$ cat src/rtl/qspi_pkg.sv
// Shared types for the QSPI frame decoder: command codes, header layout and FSM states.
package qspi_pkg;

  localparam logic [1:0] CMD_WR = 2'b10;
  localparam logic [1:0] CMD_RD = 2'b01;

  // First word of every frame.
  typedef struct packed {
    logic [5:0] addr_lo;
    logic [1:0] cmd;
    logic [7:0] burst;
  } qspi_hdr_t;

  typedef enum logic [2:0] {
    S_IDLE,
    S_HDR2,
    S_WDATA,
    S_WDRAIN,
    S_RD_ISSUE,
    S_RD_WAIT,
    S_SKIP
  } state_t;

  function automatic logic is_valid_cmd(input logic [1:0] cmd);
    return (cmd == CMD_WR) || (cmd == CMD_RD);
  endfunction

endpackage

$ cat src/rtl/sync_fifo.sv
// Single-clock FIFO. A push while full is accepted only if a pop happens in the same cycle.
module sync_fifo #(
  parameter int WIDTH = 38,
  parameter int DEPTH = 8
) (
  input  logic             clk,
  input  logic             rst_n,
  input  logic             i_push,
  input  logic [WIDTH-1:0] i_wdata,
  input  logic             i_pop,
  output logic [WIDTH-1:0] o_rdata,
  output logic             o_empty,
  output logic             o_full
);

  localparam int AW = $clog2(DEPTH);

  logic [WIDTH-1:0] r_mem [DEPTH];
  logic [AW-1:0]    r_wptr;
  logic [AW-1:0]    r_rptr;
  logic [AW:0]      r_count;
  logic             w_do_push;
  logic             w_do_pop;

  assign o_empty   = (r_count == '0);
  assign o_full    = (r_count == (AW+1)'(DEPTH));
  assign w_do_pop  = i_pop && !o_empty;
  assign w_do_push = i_push && (!o_full || w_do_pop);
  assign o_rdata   = r_mem[r_rptr];

  // NOTE: the storage array has no reset; only pointers and count need a known value.
  always_ff @(posedge clk) begin
    if (w_do_push) r_mem[r_wptr] <= i_wdata;
  end

  // NOTE: flop updates use non-blocking assignments so every block sees pre-edge values.
  always_ff @(posedge clk or negedge rst_n) begin
    if (!rst_n) begin
      r_wptr  <= '0;
      r_rptr  <= '0;
      r_count <= '0;
    end else begin
      if (w_do_push) r_wptr <= r_wptr + 1'b1;
      if (w_do_pop)  r_rptr <= r_rptr + 1'b1;
      case ({w_do_push, w_do_pop})
        2'b10:   r_count <= r_count + 1'b1;
        2'b01:   r_count <= r_count - 1'b1;
        default: r_count <= r_count;
      endcase
    end
  end

endmodule

$ cat src/rtl/qspi_frame_decoder.sv
// QSPI slave front end: parses host frames into register-bus requests and returns read data.
// Writes are buffered in a FIFO; reads are issued directly with an outstanding-request limit.
module qspi_frame_decoder
  import qspi_pkg::*;
#(
  parameter int ADDR_W  = 22,
  parameter int DATA_W  = 16,
  parameter int WFIFO_D = 8,
  parameter int MAX_OUT = 4
) (
  input  logic              clk,
  input  logic              rst_n,
  input  logic [DATA_W-1:0] qspi_mosi,
  input  logic              qspi_mosi_valid,
  output logic [DATA_W-1:0] qspi_miso,
  output logic              qspi_miso_valid,
  output logic              req_valid,
  input  logic              req_ready,
  output logic              req_wr,
  output logic [ADDR_W-1:0] req_addr,
  output logic [DATA_W-1:0] req_wdata,
  input  logic              rsp_valid,
  input  logic [DATA_W-1:0] rsp_rdata,
  output logic              busy,
  output logic [2:0]        err_flags
);

  localparam int OUT_W = $clog2(MAX_OUT + 1);
  localparam int FW    = ADDR_W + DATA_W;

  state_t            r_state;
  state_t            w_next;
  logic [1:0]        r_cmd;
  logic [7:0]        r_burst;
  logic [ADDR_W-1:0] r_addr;
  logic [8:0]        r_cnt;
  logic [8:0]        r_rsp_cnt;
  logic [OUT_W-1:0]  r_out;
  logic [2:0]        r_err;
  logic [DATA_W-1:0] r_miso;
  logic              r_miso_valid;

  qspi_hdr_t         w_hdr;
  logic              w_last_beat;
  logic [8:0]        w_beats;
  logic              w_wr_phase;
  logic              w_fifo_push;
  logic              w_fifo_pop;
  logic              w_fifo_empty;
  logic              w_fifo_full;
  logic [FW-1:0]     w_fifo_rdata;
  logic              w_overflow;
  logic              w_can_issue;
  logic              w_rd_hs;
  logic              w_rsp_acc;
  logic              w_err_cmd;
  logic              w_err_short;

  assign w_hdr       = qspi_hdr_t'(qspi_mosi[15:0]);
  assign w_last_beat = (r_cnt == {1'b0, r_burst});
  assign w_beats     = {1'b0, r_burst} + 9'd1;
  assign w_wr_phase  = (r_state == S_WDATA) || (r_state == S_WDRAIN);
  assign w_fifo_push = (r_state == S_WDATA) && qspi_mosi_valid;
  assign w_fifo_pop  = w_wr_phase && !w_fifo_empty && req_ready;
  assign w_overflow  = w_fifo_push && w_fifo_full && !w_fifo_pop;
  assign w_can_issue = (r_out < OUT_W'(MAX_OUT));
  assign w_rd_hs     = (r_state == S_RD_ISSUE) && w_can_issue && req_ready;
  // Responses with nothing outstanding are stray and never reach the host.
  assign w_rsp_acc   = rsp_valid && (r_out != '0);

  assign w_err_cmd = (r_state == S_IDLE && qspi_mosi_valid && !is_valid_cmd(w_hdr.cmd))
                  || (qspi_mosi_valid && (r_state == S_WDRAIN || r_state == S_RD_ISSUE
                                          || r_state == S_RD_WAIT));
  assign w_err_short = !qspi_mosi_valid && (r_state == S_HDR2 || r_state == S_WDATA);

  sync_fifo #(
    .WIDTH (FW),
    .DEPTH (WFIFO_D)
  ) u_wfifo (
    .clk     (clk),
    .rst_n   (rst_n),
    .i_push  (w_fifo_push),
    .i_wdata ({r_addr, qspi_mosi}),
    .i_pop   (w_fifo_pop),
    .o_rdata (w_fifo_rdata),
    .o_empty (w_fifo_empty),
    .o_full  (w_fifo_full)
  );

  always_ff @(posedge clk or negedge rst_n) begin
    if (!rst_n) r_state <= S_IDLE;
    else        r_state <= w_next;
  end

  always_comb begin
    w_next = r_state;
    unique case (r_state)
      S_IDLE:
        if (qspi_mosi_valid) w_next = is_valid_cmd(w_hdr.cmd) ? S_HDR2 : S_SKIP;
      S_SKIP:
        if (!qspi_mosi_valid) w_next = S_IDLE;
      S_HDR2:
        if (!qspi_mosi_valid)    w_next = S_IDLE;
        else if (r_cmd == CMD_WR) w_next = S_WDATA;
        else                      w_next = S_RD_ISSUE;
      S_WDATA:
        if (!qspi_mosi_valid || w_last_beat) w_next = S_WDRAIN;
      S_WDRAIN:
        if (w_fifo_empty) w_next = S_IDLE;
      S_RD_ISSUE:
        if (w_rd_hs && w_last_beat) w_next = S_RD_WAIT;
      S_RD_WAIT:
        if (r_rsp_cnt == w_beats) w_next = S_IDLE;
      default: w_next = S_IDLE;
    endcase
  end

  // NOTE: every output gets a default before the case so no latch is inferred.
  always_comb begin
    req_valid = 1'b0;
    req_wr    = 1'b0;
    req_addr  = '0;
    req_wdata = '0;
    unique case (r_state)
      S_WDATA, S_WDRAIN: begin
        if (!w_fifo_empty) begin
          req_valid             = 1'b1;
          req_wr                = 1'b1;
          {req_addr, req_wdata} = w_fifo_rdata;
        end
      end
      S_RD_ISSUE: begin
        req_valid = w_can_issue;
        req_addr  = r_addr;
      end
      default: ;
    endcase
  end

  assign busy            = (r_state != S_IDLE);
  assign err_flags       = r_err;
  assign qspi_miso       = r_miso;
  assign qspi_miso_valid = r_miso_valid;

  always_ff @(posedge clk or negedge rst_n) begin
    if (!rst_n) begin
      r_cmd     <= '0;
      r_burst   <= '0;
      r_addr    <= '0;
      r_cnt     <= '0;
      r_rsp_cnt <= '0;
    end else begin
      unique case (r_state)
        S_IDLE: begin
          if (qspi_mosi_valid) begin
            r_cmd     <= w_hdr.cmd;
            r_burst   <= w_hdr.burst;
            r_addr    <= ADDR_W'(w_hdr.addr_lo);
            r_cnt     <= '0;
            r_rsp_cnt <= '0;
          end
        end
        S_HDR2:
          if (qspi_mosi_valid) r_addr[ADDR_W-1:6] <= qspi_mosi[ADDR_W-7:0];
        S_WDATA:
          if (qspi_mosi_valid) begin
            r_addr <= r_addr + 1'b1;
            r_cnt  <= r_cnt + 1'b1;
          end
        S_RD_ISSUE:
          if (w_rd_hs) begin
            r_addr <= r_addr + 1'b1;
            r_cnt  <= r_cnt + 1'b1;
          end
        default: ;
      endcase
      if (w_rsp_acc) r_rsp_cnt <= r_rsp_cnt + 1'b1;
    end
  end

  always_ff @(posedge clk or negedge rst_n) begin
    if (!rst_n) begin
      r_out        <= '0;
      r_err        <= '0;
      r_miso       <= '0;
      r_miso_valid <= 1'b0;
    end else begin
      case ({w_rd_hs, w_rsp_acc})
        2'b10:   r_out <= r_out + 1'b1;
        2'b01:   r_out <= r_out - 1'b1;
        default: r_out <= r_out;
      endcase
      r_err        <= r_err | {w_err_cmd, w_err_short, w_overflow};
      r_miso_valid <= w_rsp_acc;
      if (w_rsp_acc) r_miso <= rsp_rdata;
    end
  end

endmodule
$ cat config.mk
export PLATFORM = sky130hd
export DESIGN_NAME = qspi_frame_decoder
export DESIGN_NICKNAME = d
export VERILOG_FILES = /design/src/rtl/qspi_pkg.sv /design/src/rtl/sync_fifo.sv /design/src/rtl/qspi_frame_decoder.sv
export SDC_FILE = /design/constraint.sdc
export NUM_CORES = 1
export LEC_CHECK = 0
export ABC_AREA = 0
export CORE_MARGIN = 3
export CORE_UTILIZATION = 50
export CTS_CLUSTER_SIZE = 14
export DETAILED_ROUTE_END_ITERATION = 7
export HOLD_SLACK_MARGIN = 0.15
export PLACE_DENSITY = 0.73
export SLEW_MARGIN = 20
export SYNTH_ARGS = -nofsm -noshare
export SYNTH_HDL_FRONTEND = slang
export SYNTH_SLANG_ARGS = --single-unit
$ cat constraint.sdc
create_clock -name clk -period 4.4 [get_ports clk]
set_input_delay 0.88 -clock clk [delete_from_list [all_inputs] [get_ports clk]]
set_output_delay 0.88 -clock clk [all_outputs]
set_load 0.1 [all_outputs]
## After elaboration in Yosys (flattened, before gate mapping)

Memory sizes are Yosys's and may differ from the RTL's.
Index checks and enable logic that the tools add are counted.

| operators by class | value |
|---|---|
| eq/ne operators | 25 |
| bitwise logic cells | 1 |
| $mul | 0 |
| divide/modulo/power cells | 0 |
| shift-type cells | 0 |
| add/sub/neg operators | 10 |
| reductions and logical operators | 44 |
| magnitude comparators | 1 |
| multiplexer cells | 33 |

Operators by type and width:

| operator | count |
|---|---|
| 22-bit two-way mux | 4 |
| 16-bit case mux with 4 select lines | 1 |
| 16-bit two-way mux | 3 |
| 9-bit two-way mux | 5 |
| 22-bit case mux with 2 select lines | 1 |
| 3-bit two-way mux | 9 |
| 9-bit case mux with 3 select lines | 1 |
| 22-bit by 1-bit adder with 22-bit output, second input constant | 1 |
| 3-bit case mux with 7 select lines | 1 |
| 9-bit by 1-bit adder with 9-bit output, second input constant | 2 |
| 6-bit case mux with 3 select lines | 1 |
| 1-bit logical AND | 15 |
| 2-bit inequality test, second input constant | 5 |
| 3-bit by 1-bit adder with 3-bit output, second input constant | 3 |
| 8-bit by 1-bit adder with 9-bit output, second input constant | 1 |
| 3-bit == test, second input constant | 3 |
| 9-bit by 8-bit == test with 1-bit output | 1 |
| 9-bit == test | 1 |
| 3-bit nonzero test | 3 |
| 2-bit == test, second input constant | 4 |
| 1-bit logical OR | 8 |
| 2-bit by 1-bit inequality test with 1-bit output, second input constant | 4 |
| 4-bit case mux with 2 select lines | 1 |
| 2-bit nonzero test | 4 |
| other kinds (21) | 32 |

| word-level totals | value |
|---|---|
| memories kept | 1 |
| bits in latches | 0 |
| input bits | 37 |
| register bits | 86 |
| memory bits (writable) | 304 |
| memory bits (read-only) | 0 |
| output and inout bits | 61 |

Memories:

| name | words | bits a word | read ports | clocked after Yosys merged registers in | write ports | RTL line | source |
|---|---|---|---|---|---|---|---|
| u_wfifo.r_mem | 8 | 38 | 1 | 0 | 1 | sync_fifo.sv:18 | `logic [WIDTH-1:0] r_mem [DEPTH];` |

## Longest topological paths before layout

| logic depth | value |
|---|---|
| depth after elaboration | 9 |
| depth in mapped cells | 12 |
| depth with buffers taken out | 11 |

## Modules after synthesis

A second synthesis with hierarchy kept.

| unflattened totals | value |
|---|---|
| cell total of the unflattened synthesis | 1,054 |
| area, all modules | 16,852.4 um^2 |

By module, submodules not included:

| module | instances | sequential area each (um^2) | area each (um^2) | cells an instance |
|---|---|---|---|---|
| sync_fifo | 1 | 9,379.0 | 12,244.2 | 509 |
| qspi_frame_decoder | 1 | 1,901.8 | 4,608.2 | 545 |

## Least setup slack after synthesis

Ideal clock, no wire load.

| timing | value |
|---|---|
| path type | input to register |
| from | input port qspi_mosi_valid |
| to | memory u_wfifo.r_mem[0][0], enable pin |
| arrival | 4.128 ns |
| data required time | 3.920 ns |
| slack | -0.208 ns |
| path buffers | 0 |
| stages | 5 |
| cell sequence | nor2b_1 > nand3b_1 > a31oi_4 > nand2b_1 > nor3_1 |

| on the way | value |
|---|---|
| cells in the longest elaborated chain, start to end | 4 |

RTL lines:

| element | RTL line | source |
|---|---|---|
| from (decl) | qspi_frame_decoder.sv:14 | `input logic qspi_mosi_valid,` |
| 1-bit logical AND | qspi_frame_decoder.sv:63 | `assign w_fifo_push = (r_state == S_WDATA) && qspi_mosi_valid;` |
| 1-bit logical AND | sync_fifo.sv:28 | `assign w_do_push = i_push && (!o_full \|\| w_do_pop);` |
| 1-bit two-way mux | sync_fifo.sv:33 | `if (w_do_push) r_mem[r_wptr] <= i_wdata;` |
| 1-bit two-way mux (not written as such) | sync_fifo.sv:33 |  |
| to (decl) | sync_fifo.sv:18 |  |

Every way passes these cells.

## Final worst setup path

| timing | value |
|---|---|
| from | register u_wfifo.r_rptr[0] |
| to | output port req_addr[15] |

| on the way | value |
|---|---|
| cells in the longest elaborated chain, start to end | 3 |

RTL lines:

| element | RTL line | source |
|---|---|---|
| from (decl) | sync_fifo.sv:20 | `logic [AW-1:0] r_rptr;` |
| from (signal assigned) | sync_fifo.sv:44 | `if (w_do_pop) r_rptr <= r_rptr + 1'b1;` |
| memory 8 x 38 bit | - |  |
| 22-bit two-way mux | qspi_frame_decoder.sv:126 | `if (!w_fifo_empty) begin` |
| 22-bit case mux with 2 select lines | qspi_frame_decoder.sv:124 | `unique case (r_state)` |
| to (decl) | qspi_frame_decoder.sv:20 | `output logic [ADDR_W-1:0] req_addr,` |

Every way passes these cells.

==> impl.org <==
** Status
- Result of the run :: finished, final reports clean

** Worst setup path
- Data arrival time of the critical path :: ~2.9 ns
- On the worst path, the slowest cell contributes a delay of around 0.95 ns.
- Launching element type of the critical path :: flip-flop
- The startpoint identified for the worst register-to-register timing path is r_state[0].
- Slowest stage cell, crit path :: sky130_fd_sc_hd__dfrtp_4
- Crit-path cells :: buf_4 -> mux4_2 -> mux2i_1 -> o21ai_0 -> buf_4
- Required time of the critical path :: around 3.5 ns
- The number of cells on the worst reg-to-reg path is 10.
- Most Frequent Cell on Critical Path :: sky130_fd_sc_hd__buf_4
- In this run the worst path has a maximum fanout of 37.
- Critical path endpoint category :: output pin
- Register-to-register path setup slack :: between 1 and 1.5 ns
- Critical path type :: reg2out
- Reg2Reg Capture Point :: r_out[2]

** Power
- Power per Cell Area :: around 720 nW/um^2
- Lkg Pwr :: 6.76 nW
- The worst-case IR drop observed on VDD is between 500 and 600 uV.

** Timing
- Setup repair after global routing missed its margin :: false
- Derived from the worst setup path, the maximum achievable clock frequency is 0.262 GHz.
- At the pin with the least slew margin, the transition time is about 1.2 ns.
- Final hold violations :: 0
- In this run the tightest slew margin relative to its limit is approximately 23%.
- After layout, the worst path uses between 80 and 90% of the clock period.
- Setup violations remaining at the end of the flow were counted as 0.
- Clock skew on the completed layout was measured at 0.0429 ns.
- Adding up every negative setup slack in the final design gives 0 ns.
- Shortest period the worst path allows :: about 3.8 ns
- Fin worst setup slack :: slightly below 0.6 ns
- The final number of max-transition violations is 0.

** CTS
- TritonCTS clock tree :: done
- Number of hold-repair buffers added at the cts stage :: 0
- Root buf cell :: sky130_fd_sc_hd__clkbuf_16
- CTS Buf Count :: between 40 and 50
- CTS saw slightly below 400 sinks.
- Register clock-pin slew on the reported worst setup and hold paths :: ~0.060 ns
- Post-CTS repair changed the size of 0 cells.
- Maximum buffer depth of the clock tree :: 3
- In this run the post-CTS setup repair buffer count came out at 0.
- The clock reaches the later pin of the worst-skew pair after 0.55 ns.
- Level count of the clock H-tree :: 2

** Global routing
- Global-route wire length before repair :: just under 60000 um
- In this run the most used layer during global routing was met2.
- Total Routing Usage GR :: between 20% and 30%
- Entering global routing, the biggest net connects about 50 pins.
- Met3 Track Usage GR :: roughly 3.7%
- The number of global-route vias before repair came to 10030.
- The total overflow left after global routing is 0.
- Number of antenna violations at the first check in global routing :: 0
- For this run, global-route usage on met2 was measured as 35.4%.
- Global routing consumed, on the met1 layer, 29.7% of the routing resources.

** Final layout
- Layout-stage area growth over the synthesis result :: 16.8%
- Number of nets in the finished design :: 1223
- Storage element area :: between 10000 and 15000 sq um
- In the final layout, the multi-input gates occupy ~5100 sq um.
- Counting the fill cells in the layout gives about 2500.
- In the final layout, the share of cells above drive strength 1 is 20.3%.
- The repair_antennas step left the layout with diodes totalling 0.

** Synth
- Summing every instance area after synthesis gives approximately 17000 sq um.
- Most common flop cell mapped by yosys :: sky130_fd_sc_hd__edfxtp_1
- After synthesis the netlist holds a flip-flop and latch count of 390.
- Synthesis produced between 1000 and 1500 cells.
- Number of synthesized flops with an enable pin :: a little over 300
- Synthesis produced a netlist with a net count of 1115.
- In the synthesized netlist the async set-or-reset flop fraction comes to 22.1%.
- Post-synth cell types :: 77
- The share of the Yosys chip area taken by registers is 67.8%.
- Yosys synthesis warning count :: 0
- Dividing the synthesized area by the synthesized cell count gives ~16 sq um.

** Route
- Starting DRC count in detailed routing :: a little over 900
- For this block, the routed nets add up to 36800 um of wire.
- The detailed router placed 9751 vias in this run.
- After detailed routing, the number of remaining DRC violations is 0.
- Before antenna repair, the detailed router went through 5 iterations.
- Remaining number of nets flagged by the antenna check after routing :: 0
- Average routed wire per standard cell :: between 20 and 25 um
- In the routed layout, each cell is associated on average with a via count of roughly 5.9.

** Placed design
- During placement, the flow inserted port buffers numbering 97.
- Post-placement setup slack :: between 0.6 and 0.7 ns
- The HPWL after detailed placement is 23200 um.
- Routability-driven placement finished with a final weighted congestion of between 0.8 and 0.9.

** Floorplan
- Pin placement for this block handled a little under 100 I/O pins.
- The die covers 35500 sq um.
- The die is around 190 um wide.
- Placeable core region :: approximately 33000 sq um
- Initial Utilization :: about half
- Y dimension of the die :: roughly 190 um
- Standard-cell rows :: 66

** Run
- Count of max-cap constraint violations :: 0

** Hold path
- In this run the worst hold path is classified as in2async.
-- logic make-up after synthesis --
group                      after synthesis  synth area share (%)
DFF                                    390                  67.8
and+or+nand+nor                        258                  7.61
AOI/OAI and AO/OA                      161                  6.15
muxes                                  131                  13.7
buffers and inverters                   82                  2.13
xor gates and xnor gates                34                  1.79
adders and majority gates               11                 0.872
-- power breakdown --
| part | total [mW] | switching (mW) | internal (mW) |
|---|---|---|---|
| clock network | 3.33 | 1.41 | 1.93 |
| registers | 5.55 | 0.940 | 4.61 |
| logic | 5.20 | 3.36 | 1.84 |
| total | 14.1 | 5.71 | 8.38 |
-- synth_stat cells (all sizes together), types with 5 or more instances --
master    n  area [sq um]
nand2b    7          51.3
mux2i    42           420
nor2     56           218
nor3     10          55.1
xor2     12           105
mux4     76          1710
and2      5          31.3
a21oi    25           129
dfrtp    86          2150
and3      9          56.3
edfxtp  304          9130
ha       10           125
nand2   114           428
nor4      8          56.3
buf      37           185
mux2     13           146
inv      19          71.3
a31oi    12          90.1
o21ai    66           330
nand4     9          62.6
clkbuf   26          97.6
or3       5          31.3
xnor2    22           193
nand3    11          60.1
a211oi    5          37.5
o22ai     9          56.3
and4      5          43.8
-- metrics by stage --
step                      power [mW]  cells  hold slack [ns]  util, %  cell area (sq um)
after CTS                       14.2   1650            0.377     59.5              19400
final                           14.1   1650            0.364     59.5              19400
after detailed placement        10.8   1574            0.448     55.4              18100
after floorplan                 9.39   1067            0.468        -              16700
after global placement          10.7   1574            0.444     55.4              18100
after global routing            14.8   1650            0.411     59.5              19400
-- cell type report --
| type | count | share of cell area, % |
|---|---|---|
| Tap cell | 442 | 2.84 |
| Multi-Input combinational cell | 595 | 26.1 |
| Sequential cell | 390 | 58.1 |
| Clock buffer | 56 | 5.57 |
| Clock inverter | 20 | 1.18 |
| Timing Repair Buffer | 128 | 5.86 |
| Inverter | 19 | 0.367 |
-- state kept, by name (all words and copies together), names as in the netlist --
signal / cells
r_cnt: 9
r_rsp_cnt: 9
u_wfifo.r_wptr: 3
err_flags: 3
qspi_miso_valid: 1
u_wfifo.r_count: 4
qspi_miso: 16
r_burst: 8
u_wfifo.r_mem: 304
r_addr: 22
u_wfifo.r_rptr: 3
r_state: 3
r_cmd: 2
r_out: 3
-- worst max path at each step --
| stage | endpoint | slack, ns | start | depth (start not counted) |
|---|---|---|---|---|
| after global placement | u_wfifo.r_mem[2][15] | 0.77 | qspi_mosi_valid | 7 |
| after global routing | req_addr[19] | 0.35 | r_state[0] | 5 |
| after detailed placement | u_wfifo.r_mem[2][33] | 0.66 | qspi_mosi_valid | 7 |
| after CTS | req_addr[15] | 0.52 | u_wfifo.r_rptr[0] | 5 |
| after floorplan | req_addr[12] | 0.26 | u_wfifo.r_rptr[1] | 5 |
| final | req_addr[15] | 0.59 | u_wfifo.r_rptr[0] | 5 |
-- metal layers --
layer,routed length (um),vias to the layer above
met1,15100,4971
met3,2560,63
met4,921,0
met2,18200,375
met5,0,-
li1,-,4342
-- layout by cell type, fill, tap and decap left out, types with 22 or more instances in the layout --
| cell type | count |
|---|---|
| sky130_fd_sc_hd__xnor2_1 | 22 |
| sky130_fd_sc_hd__mux2i_1 | 42 |
| sky130_fd_sc_hd__nand2_1 | 114 |
| sky130_fd_sc_hd__nor2_1 | 49 |
| sky130_fd_sc_hd__a21oi_1 | 24 |
| sky130_fd_sc_hd__buf_4 | 69 |
| sky130_fd_sc_hd__o21ai_0 | 55 |
| sky130_fd_sc_hd__dfrtp_1 | 83 |
| sky130_fd_sc_hd__clkdlybuf4s50_1 | 56 |
| sky130_fd_sc_hd__clkbuf_16 | 41 |
| sky130_fd_sc_hd__edfxtp_1 | 304 |
| sky130_fd_sc_hd__mux4_2 | 76 |
-- critical path: cells and delay by family (launching register included) --
family	cells	cell delay, ns
AO/OA/AOI/OAI	1	0.12
buffers and inverters	2	0.63
flip-flops	1	0.95
multiplexers	2	0.68
Power figures use the tool's default switching activity.
